### src/rtl/ivs_pkg.sv
// ivs_pkg: shared address map, AHB encodings and FSM states for the IVS config slave
package ivs_pkg;
  localparam logic [11:0] A_GLB_CTRL = 12'h000;
  localparam logic [11:0] A_SW_RST   = 12'h004;
  localparam logic [11:0] A_STATUS   = 12'h008;
  localparam logic [11:0] A_LOCK     = 12'h00C;
  localparam logic [11:0] A_PAR_BASE = 12'h100;
  localparam logic [1:0] HTRANS_IDLE   = 2'b00;
  localparam logic [1:0] HTRANS_BUSY   = 2'b01;
  localparam logic [1:0] HTRANS_NONSEQ = 2'b10;
  localparam logic [1:0] HTRANS_SEQ    = 2'b11;
  localparam logic [1:0] HRESP_OKAY  = 2'b00;
  localparam logic [1:0] HRESP_ERROR = 2'b01;
  typedef enum logic [2:0] {S_IDLE, S_WR, S_RD_WAIT, S_RD, S_ERR1, S_ERR2} ivs_state_e;
  function automatic logic [3:0] byte_en(input logic [1:0] size, input logic [1:0] off);
    return size == 2'd0 ? 4'b0001 << off : size == 2'd1 ? (off[1] ? 4'b1100 : 4'b0011) : 4'b1111;
  endfunction
endpackage

### src/rtl/ivs_byte_merge.sv
// ivs_byte_merge: replaces the byte lanes of a word selected by transfer size and offset
module ivs_byte_merge
  import ivs_pkg::*;
(
  input  logic [31:0] i_old,
  input  logic [31:0] i_wdata,
  input  logic [1:0]  i_size,
  input  logic [1:0]  i_off,
  output logic [31:0] o_word
);
  logic [3:0] w_be;
  assign w_be = byte_en(i_size, i_off);
  for (genvar b = 0; b < 4; b++) begin : g_lane
    assign o_word[8*b +: 8] = w_be[b] ? i_wdata[8*b +: 8] : i_old[8*b +: 8];
  end
endmodule

### src/rtl/ivs_cfg_slv.sv
// ivs_cfg_slv: AHB-Lite configuration slave with cfg_par bank, global control,
// soft-reset pulse, status readback, sticky lock, read wait states and ERROR response
module ivs_cfg_slv
  import ivs_pkg::*;
#(
  parameter int          NUM_PAR   = 8,
  parameter int          RD_WAIT   = 0,
  parameter int          SWRST_LEN = 4,
  parameter logic [31:0] PAR_RST   = 32'h0
) (
  input  logic                  hclk,
  input  logic                  hrst,
  input  logic                  hsel,
  input  logic [1:0]            htrans,
  input  logic                  hwrite,
  input  logic [31:0]           haddr,
  input  logic [31:0]           hwdata,
  input  logic [2:0]            hsize,
  input  logic [2:0]            hburst,
  input  logic [3:0]            hprot,
  input  logic                  hready_in,
  output logic                  hready_out,
  output logic [1:0]            hresp,
  output logic [31:0]           hrdata,
  output logic [NUM_PAR*32-1:0] cfg_par,
  output logic [31:0]           glb_ctrl,
  output logic                  sw_rst,
  input  logic [31:0]           sts_in
);
  localparam int PW = NUM_PAR > 1 ? $clog2(NUM_PAR) : 1;
  ivs_state_e   r_st, w_st_nxt;
  logic [11:0]  r_addr;
  logic [1:0]   r_size;
  logic [2:0]   r_wcnt;
  logic [7:0]   r_swcnt;
  logic [31:0]  r_par [NUM_PAR];
  logic [31:0]  r_glb;
  logic         r_lock;
  logic [11:0]  w_wa;
  logic [PW-1:0] w_pidx;
  logic         w_par_sel, w_wr, w_lock_eff;
  logic [31:0]  w_cur, w_new;
  logic         w_acc, w_in_par, w_in_map, w_mis, w_err;
  logic         w_unused;
  assign w_unused = ^{hburst, hprot, haddr[31:12], htrans[0], r_addr[7:2]};
  assign w_wa      = {r_addr[11:2], 2'b00};
  assign w_pidx    = r_addr[2 +: PW];
  assign w_par_sel = r_addr[11:8] == A_PAR_BASE[11:8];
  assign w_wr      = r_st == S_WR;
  assign w_cur = w_par_sel ? r_par[w_pidx] :
                 w_wa == A_GLB_CTRL ? r_glb :
                 w_wa == A_STATUS ? sts_in :
                 w_wa == A_LOCK ? {31'b0, r_lock} : '0;
  ivs_byte_merge u_merge (
    .i_old  (w_cur),
    .i_wdata(hwdata),
    .i_size (r_size),
    .i_off  (r_addr[1:0]),
    .o_word (w_new)
  );
  // a LOCK write in its data phase already blocks a pipelined cfg_par write behind it
  assign w_lock_eff = r_lock | (w_wr && w_wa == A_LOCK && w_new[0]);
  assign w_in_par = haddr[11:8] == A_PAR_BASE[11:8] && {1'b0, haddr[7:2]} < 7'(NUM_PAR);
  assign w_in_map = w_in_par || haddr[11:4] == 8'h00;
  assign w_mis    = (hsize == 3'd1 && haddr[0]) || (hsize == 3'd2 && haddr[1:0] != 2'b00);
  assign w_err    = !w_in_map || hsize > 3'd2 || w_mis ||
                    (hwrite && {haddr[11:2], 2'b00} == A_STATUS) ||
                    (hwrite && w_in_par && w_lock_eff);
  assign w_acc    = hsel && htrans[1] && hready_in && hready_out;
  always_comb begin
    w_st_nxt   = r_st == S_ERR1 ? S_ERR2 :
                 r_st == S_RD_WAIT ? (r_wcnt == 3'd0 ? S_RD : S_RD_WAIT) :
                 !w_acc ? S_IDLE :
                 w_err ? S_ERR1 :
                 hwrite ? S_WR :
                 RD_WAIT > 0 ? S_RD_WAIT : S_RD;
    hready_out = !(r_st == S_ERR1 || r_st == S_RD_WAIT);
    hresp      = (r_st == S_ERR1 || r_st == S_ERR2) ? HRESP_ERROR : HRESP_OKAY;
    hrdata     = r_st == S_RD ? w_cur : '0;
  end
  always_ff @(posedge hclk) begin
    if (hrst) r_st <= S_IDLE;
    else r_st <= w_st_nxt;
  end
  always_ff @(posedge hclk) begin
    if (hrst) begin
      r_addr  <= '0;
      r_size  <= '0;
      r_wcnt  <= '0;
      r_swcnt <= '0;
      r_glb   <= '0;
      r_lock  <= 1'b0;
      for (int i = 0; i < NUM_PAR; i++) r_par[i] <= PAR_RST;
    end else begin
      if (w_acc) begin
        r_addr <= haddr[11:0];
        r_size <= hsize[1:0];
        r_wcnt <= 3'(RD_WAIT - 1);
      end else if (r_st == S_RD_WAIT) begin
        r_wcnt <= r_wcnt - 3'd1;
      end
      if (w_wr && w_par_sel) r_par[w_pidx] <= w_new;
      if (w_wr && w_wa == A_GLB_CTRL) r_glb <= w_new;
      if (w_wr && w_wa == A_LOCK) r_lock <= r_lock | w_new[0];
      r_swcnt <= (w_wr && w_wa == A_SW_RST && w_new[0]) ? 8'(SWRST_LEN) :
                 r_swcnt != 8'd0 ? r_swcnt - 8'd1 : 8'd0;
    end
  end
  for (genvar p = 0; p < NUM_PAR; p++) begin : g_par
    assign cfg_par[32*p +: 32] = r_par[p];
  end
  assign glb_ctrl = r_glb;
  assign sw_rst   = r_swcnt != 8'd0;
endmodule

### config.mk
export PLATFORM = sky130hd
export DESIGN_NAME = ivs_cfg_slv
export DESIGN_NICKNAME = d
export VERILOG_FILES = /design/src/rtl/ivs_pkg.sv /design/src/rtl/ivs_byte_merge.sv /design/src/rtl/ivs_cfg_slv.sv
export SDC_FILE = /design/constraint.sdc
export NUM_CORES = 1
export LEC_CHECK = 0
export ABC_AREA = 1
export BUFFER_PORTS_ARGS = -buffer_cell sky130_fd_sc_hd__buf_2
export CORE_MARGIN = 3
export CORE_UTILIZATION = 54
export CTS_BUF_LIST = sky130_fd_sc_hd__clkbuf_2
export DETAILED_ROUTE_END_ITERATION = 6
export GPL_ROUTABILITY_DRIVEN = 0
export PLACE_DENSITY_LB_ADDON = 0.3
export SLEW_MARGIN = 15
export SYNTH_ARGS = -nofsm -noshare
export SYNTH_HDL_FRONTEND = slang
export SYNTH_HIERARCHICAL = 1
export SYNTH_SLANG_ARGS = --single-unit
### constraint.sdc
create_clock -name hclk -period 2.7 [get_ports hclk]
set_clock_uncertainty 0.1 [all_clocks]
set_input_delay 0 -clock hclk [delete_from_list [all_inputs] [get_ports hclk]]
set_output_delay 0 -clock hclk [all_outputs]
set_load 0.01 [all_outputs]
==> results of run 1 <==
==> report_power, final <==
part           total, mW  switching, mW  internal (mW)  leakage [nW]
clock               3.40           2.11           1.29         0.563
sequential          5.68          0.161           5.52          3.17
combinational       2.15           1.40          0.749          5.45
==> synthesized netlist by cell type, types with 31 or more instances <==
| cell type | number | share of area, % |
|---|---|---|
| nand2_1 | 362 | 8.8 |
| nor2_1 | 305 | 7.4 |
| nand3_1 | 290 | 9.4 |
| edfxtp_1 | 256 | 50 |
| inv_1 | 128 | 3.1 |
| clkbuf_1 | 64 | 1.6 |
| dfxtp_1 | 64 | 8.3 |
| a21oi_1 | 59 | 1.9 |
| o21ai_0 | 47 | 1.5 |
| buf_2 | 34 | 1.1 |
| o211ai_1 | 34 | 1.7 |
| nor2_2 | 33 | 1.3 |
| nand4_1 | 31 | 1.3 |
==> sequential cells by signal (all words and copies together) (netlist names), named ones only <==
| signal | flops |
|---|---|
| r_addr | 12 |
| r_lock | 1 |
| r_swcnt | 8 |
| r_size | 2 |
| r_wcnt | 3 |
| r_par | 256 |
| glb_ctrl | 32 |
| r_st | 3 |
==> metal layers <==
layer / vias up / GRT usage [%] / wire length [microns]
met3: 547 / 16.1 / 10500
met4: 0 / 31.9 / 6600
met5: - / 0 / 0
met2: 1799 / 68.7 / 31200
li1: 7221 / - / -
met1: 7832 / 47.0 / 21100
==> stage by stage <==
stage                     power (mW)  utilization (%)  instance area (sq um)  worst slack, ps  TNS [ps]
after floorplan                 6.72                -                  15400              237         0
after global placement          7.42             64.4                  18000              257         0
after detailed placement        7.48             64.4                  18000              222         0
after CTS                       11.0             73.5                  20600            -23.3      -133
after global routing            11.6             74.5                  20900             -381    -20620
final                           11.2             74.5                  20900             -365    -11530
==> cells by family after synthesis <==
group | share of synthesized area (%)
buf+inv | 6.59
other cells | 0.0243
simple gates | 29.5
fa+ha+maj | 0.243
flops | 58.1
compound gates | 5.46
xor+xnor | 0.0567
==> final cells by class <==
class,instances,area [sq um]
Tap cell,378,473
Antenna cell,5,12.5
Timing Repair Buffer,643,4490
Clock buffer,117,586
Fill cell,1982,7130
Inverter,134,527
Clock inverter,30,166
Multi-Input combinational cell,1200,5640
Sequential cell,320,8980
==> what timing repair did <==
action / 4_1_cts / 5_1_grt
setup buffers: 11 / 17
resized for setup: 33 / 50
endpoints found under the hold margin: 372 / 1
setup endpoints to repair: 32 / 116
hold buffers: 153 / 1
cloned: 2 / 2
pin swaps: 7 / 18
==> worst min-delay path: stages <==
cell and delay [ps]:
dlygate4sd3_1 510, buf_2 110, nand3_1 70, nand2_1 100
o21ai_0 100, a21oi_1 110
==> path summary, 6_finish.rpt <==
| kind | endpoint | cells after the start | from | slack, ps |
|---|---|---|---|---|
| worst max-delay path | r_lock | 15 | r_addr[11] | -360 |
| worst max register to register | r_lock | 15 | r_addr[11] | -360 |
| worst min register to register | r_swcnt[0] | 1 | r_swcnt[0] | 330 |
| worst min-delay path | glb_ctrl[15] | 6 | hwdata[15] | 30 |
==> summary.md, run 1 <==
| Metric | Value |
|---|---|
| Syn Inst Count | `1,769` |
| H-Tree Depth | `3` |
| DRC | `1` |
| Initial core utilization | `55.1%` |
| Yosys reg bits | `320` |
| Final count of negative-setup-slack endpoints | `104` |
| Buf/Inv on CP | `4` |
| Clk root buf | `clkbuf_2` |
| DR WL/cell | `24.5 microns` |
| Hold slack | `28.3 ps` |
| Hold Path Class | `in2reg` |
| Antenna violations before repair | `5` |
| Share of cells above drive strength 1 | `30.0%` |
| Arrival @ worst endpoint | `3820 ps` |
| Sequential area share after synthesis | `58.1%` |
| Post-synth net total | `1,885` |
| Fraction of registers with async set/reset | `0%` |
| Crit path largest cell delay | `600 ps` |
| Static Leak | `9.18 nW` |
| Worst-Margin Slew | `900 ps` |
| Status | `finished, violations left` |
| CP max stage cell | `dlygate4sd3_1` |
| Placed cell count | `2,495` |
| Core area | `28,000 sq um` |
| Die Span Y | `175 microns` |
| Area growth from synthesis to layout | `35.2%` |
| Maxcap violations | `0` |
| Post-layout minimum cycle time | `3060 ps` |
| CP endpoint kind | `flip-flop` |
| Final WS setup | `-365 ps` |
| Yosys Warn Count | `6` |
| Period utilisation layout | `114%` |
| Post-layout nets | `2,498` |
| Pin count of the biggest net entering global routing | `45` |
| Mapped Area | `15,400 sq um` |
| Failing checks | `design-rule violations, negative setup slack` |
| CTS Buf Count | `83` |
| Max-slew violation count | `0` |
| Final HPWL DP | `41,700 microns` |
| Commonest non-fill, non-tap cell in the layout | `buf_2` |
| Routed via count | `17,400` |
| Pwr dens | `537 nW/um^2` |
| Drt initial violations | `2,690` |
| Critical path, cell by cell | `nor2_4 > nand2_2 > nor2_4 > nand2_4 > buf_6 > o211ai_1 > nor2_2 > inv_1 > nand3_1 > nand2_2 > nand3_1 > nand2_2 > inv_1 > nor2_1 > dlygate4sd3_1` |
| Gr ovfl total | `0` |
| Unrepaired setup endpoints after global routing | `yes` |
| Post-route ant nets | `0` |
| GRT Overall Usage | `43.1%` |
| TritonCTS clock tree | `yes` |
| CP Launch Type | `flip-flop` |
| Row count | `61` |
| Slew Limit Headroom | `39.6%` |
| Distinct cells, synth | `34` |
| Clock slew at reported path FFs | `120 ps` |
| Routed WL | `69,400 microns` |
| Critical Path RT | `3460 ps` |
| Clock sink count | `320` |
| Via density | `6.15` |
| # port buffers | `407` |
| Die Wd | `175 microns` |
| CP top delay family | `simple AND/OR/NAND/NOR gates` |
| Ys flop type | `edfxtp_1` |
| Fmax | `0.326 GHz` |
| Max Root-Sink Buffers | `3` |
| Die ar. | `30,700 sq um` |
| Finished Layout Cells | `2,827` |
| Hold Fails Final Rpt | `0` |
| I/O Pins | `437` |
| CP most frequent cell | `nand2_2` |
| Critical Path Fanout Max | `13` |
| Commonest cells after routing, fill and taps aside | `405 x buf_2, 344 x nand2_1, 292 x nor2_1, 285 x nand3_1, 256 x edfxtp_1` |
| Setup Crit Path Kind | `reg2reg` |
| Mapped Avg Cell Area | `8.73 sq um` |
| Clock latency on the worst-skew pair | `950 ps` |
| Max IR drop VDD | `371 uV` |
| Drt pass-1 iters | `7` |
| First-pass GRT wire length | `99,300 microns` |
| Vias in the first global route | `17,100` |
| Post-synth EDFFs | `256` |
Note: power is estimated with default switching activity, not from simulation.
==> run 2: changes to the inputs <==
--- a/config.mk
+++ b/config.mk
@@ -10,5 +10,5 @@
 export CORE_MARGIN = 3
 export CORE_UTILIZATION = 54
-export CTS_BUF_LIST = sky130_fd_sc_hd__clkbuf_2
+export CTS_BUF_LIST = sky130_fd_sc_hd__clkbuf_8
 export DETAILED_ROUTE_END_ITERATION = 6
 export GPL_ROUTABILITY_DRIVEN = 0
==> constraint.sdc (replaced) <==
create_clock -name hclk -period 3.08 [get_ports hclk]
set_clock_uncertainty 0.1 [all_clocks]
set_input_delay 0 -clock hclk [delete_from_list [all_inputs] [get_ports hclk]]
set_output_delay 0 -clock hclk [all_outputs]
set_load 0.05 [all_outputs]
==> summary.md, run 2 (same netlist as run 1, synthesis figures left out) <==
| Metric | Value |
|---|---|
| Power share of the clock group | `33.5%` |
| Pin count of the biggest net entering global routing | `51` |
| Status | `finished clean` |
| Area of the multi-input gates | `5510 sq um` |
| Final TNS setup | `0 ps` |
| Via density | `5.93` |
| Fin util | `70.0%` |
| Top Metal Used | `met5` |
| Top reg by flops | `r_par` |
| Hold slack | `67.7 ps` |
| Power, Total | `10.5 mW` |
| CP endpoint kind | `flip-flop` |
| Clock sink count | `320` |
| First-pass GRT wire length | `89,700 microns` |
| RR Startpoint | `r_addr[11]` |
| Final HPWL DP | `41,600 microns` |
| HP Start | `sts_in[28]` |
| Maxcap violations | `0` |
| Setup Crit Path Kind | `reg2reg` |
| Critical Path Fanout Max | `13` |
| Proportion of power drawn by combinational gates | `19.3%` |
| DRC | `0` |
| Gr ovfl total | `0` |
| # port buffers | `407` |
| Initial core utilization | `55.1%` |
| Commonest cells after routing, fill and taps aside | `405 x buf_2, 354 x nand2_1, 304 x nor2_1, 287 x nand3_1, 256 x edfxtp_1` |
| Cell area after layout | `19,600 sq um` |
| Post-route ant nets | `0` |
| Slew Limit Headroom | `47.0%` |
| Drt initial violations | `2,040` |
| Clock slew at reported path FFs | `60 ps` |
| Max IR drop VDD | `406 uV` |
| Sw Share | `32.1%` |
| Final count of negative-setup-slack endpoints | `0` |
| DR WL/cell | `23.0 microns` |
| Sw Pwr | `3.38 mW` |
| Clock latency on the worst-skew pair | `580 ps` |
| Hold path cells | `9` |
| Commonest non-fill, non-tap cell in the layout | `buf_2` |
| Antenna violations before repair | `2` |
| Pwr dens | `537 nW/um^2` |
| Reg2Reg Setup Slack | `200 ps` |
| H-Tree Depth | `2` |
| Finished Layout Cells | `2,644` |
| Die Wd | `175 microns` |
| CTS Buf Count | `52` |
| Arrival @ worst endpoint | `3300 ps` |
| Period utilisation layout | `93.4%` |
| DP Worst Slack | `522 ps` |
| Clk root buf | `clkbuf_8` |
| Worst reg2reg path endpoint | `r_lock` |
| Hold Path Class | `in2reg` |
| Hold Fails Final Rpt | `0` |
| Reg2Reg Depth | `15` |
| Row count | `61` |
| I/O Pins | `437` |
| Fmax | `0.348 GHz` |
| End of the worst hold path | `glb_ctrl[28]` |
| Register Area | `8970 sq um` |
| Static Leak | `8.56 nW` |
| GRT Overall Usage | `38.5%` |
| Core area | `28,000 sq um` |
| Max-slew violation count | `0` |
| Cell internal pwr | `7.16 mW` |
| Worst-Margin Slew | `789 ps` |
| Die Span Y | `175 microns` |
| Post-layout nets | `2,340` |
| Placed cell count | `2,488` |
| Post-layout minimum cycle time | `2880 ps` |
| CP Launch Type | `flip-flop` |
| Post-place instance area | `18,000 sq um` |
| Unrepaired setup endpoints after global routing | `no` |
| Max Root-Sink Buffers | `3` |
| Die ar. | `30,700 sq um` |
| TritonCTS clock tree | `yes` |
| Area growth from synthesis to layout | `27.0%` |
| Flip-flop count of the largest register after layout | `256` |
| Drt pass-1 iters | `7` |
| Met1 wire length | `20,100 microns` |
| FILL cells | `2,177` |
| Sequential Power Share | `47.2%` |
| Routed via count | `15,700` |
| Met2 WL | `28,400 microns` |
| Met3 routed wirelength | `7980 microns` |
| Routed WL | `60,700 microns` |
| Vias in the first global route | `15,200` |
| Final WS setup | `204 ps` |
| Critical Path RT | `3510 ps` |
| Share of cells above drive strength 1 | `26.4%` |
-- run 2: power by group through the flow --
stage                     logic [mW]  registers [mW]  clock network [mW]
after floorplan                0.841            5.49                   0
after global placement          1.89            5.05                   0
after detailed placement        1.93            5.06                   0
after CTS                       1.99            4.97                3.54
after global routing            2.14            4.99                3.74
final                           2.03            4.97                3.53
-- run 2: layer usage --
metal | vias up | GRT usage (%)
met5 | - | 0
met4 | 2 | 24.0
met3 | 254 | 10.4
met2 | 1296 | 63.4
met1 | 7289 | 44.8
li1 | 6847 | -
-- run 2: timing repair --
item / CTS / global route
hold buffers: 59 / 0
setup buffers: 0 / 1
setup endpoints to repair: 0 / 3
gates resized for setup: 0 / 1
hold endpoints to repair: 225 / 0
-- run 2: critical path: stages, from the launching register on --
cell and delay [ps]:
dfxtp_1 320, nor2_2 190, nand3_2 150, inv_1 150
buf_4 270, nand2_1 90, nor2_1 210, nor2_1 90
inv_1 60, nand3_1 70, nand2_1 180, nand3_1 100
nand2_1 110, inv_1 60, nor2_1 100, dlygate4sd3_1 560
-- run 2: layout make-up --
cell class              count  share of cell area [%]
well taps                 378                    2.41
clock buffers              58                    4.07
multi-input cells        1200                    28.1
flip-flops and latches    320                    45.7
inverters                 134                    2.58
repair buffers            516                    16.1
clock inverters            37                   0.989
diodes                      1                  0.0128
-- run 2: worst max path at each step --
| stage | slack (ps) | endpoint | from | cells after the start |
|---|---|---|---|---|
| after floorplan | 620 | r_par[1][0] | r_addr[11] | 8 |
| after global placement | 590 | r_st[2] | r_addr[11] | 16 |
| final | 200 | r_lock | r_addr[11] | 15 |
| after detailed placement | 520 | r_par[7][27] | r_addr[11] | 12 |
| after global routing | 20 | r_lock | r_addr[11] | 15 |
| after CTS | 150 | hrdata[3] | r_addr[11] | 9 |
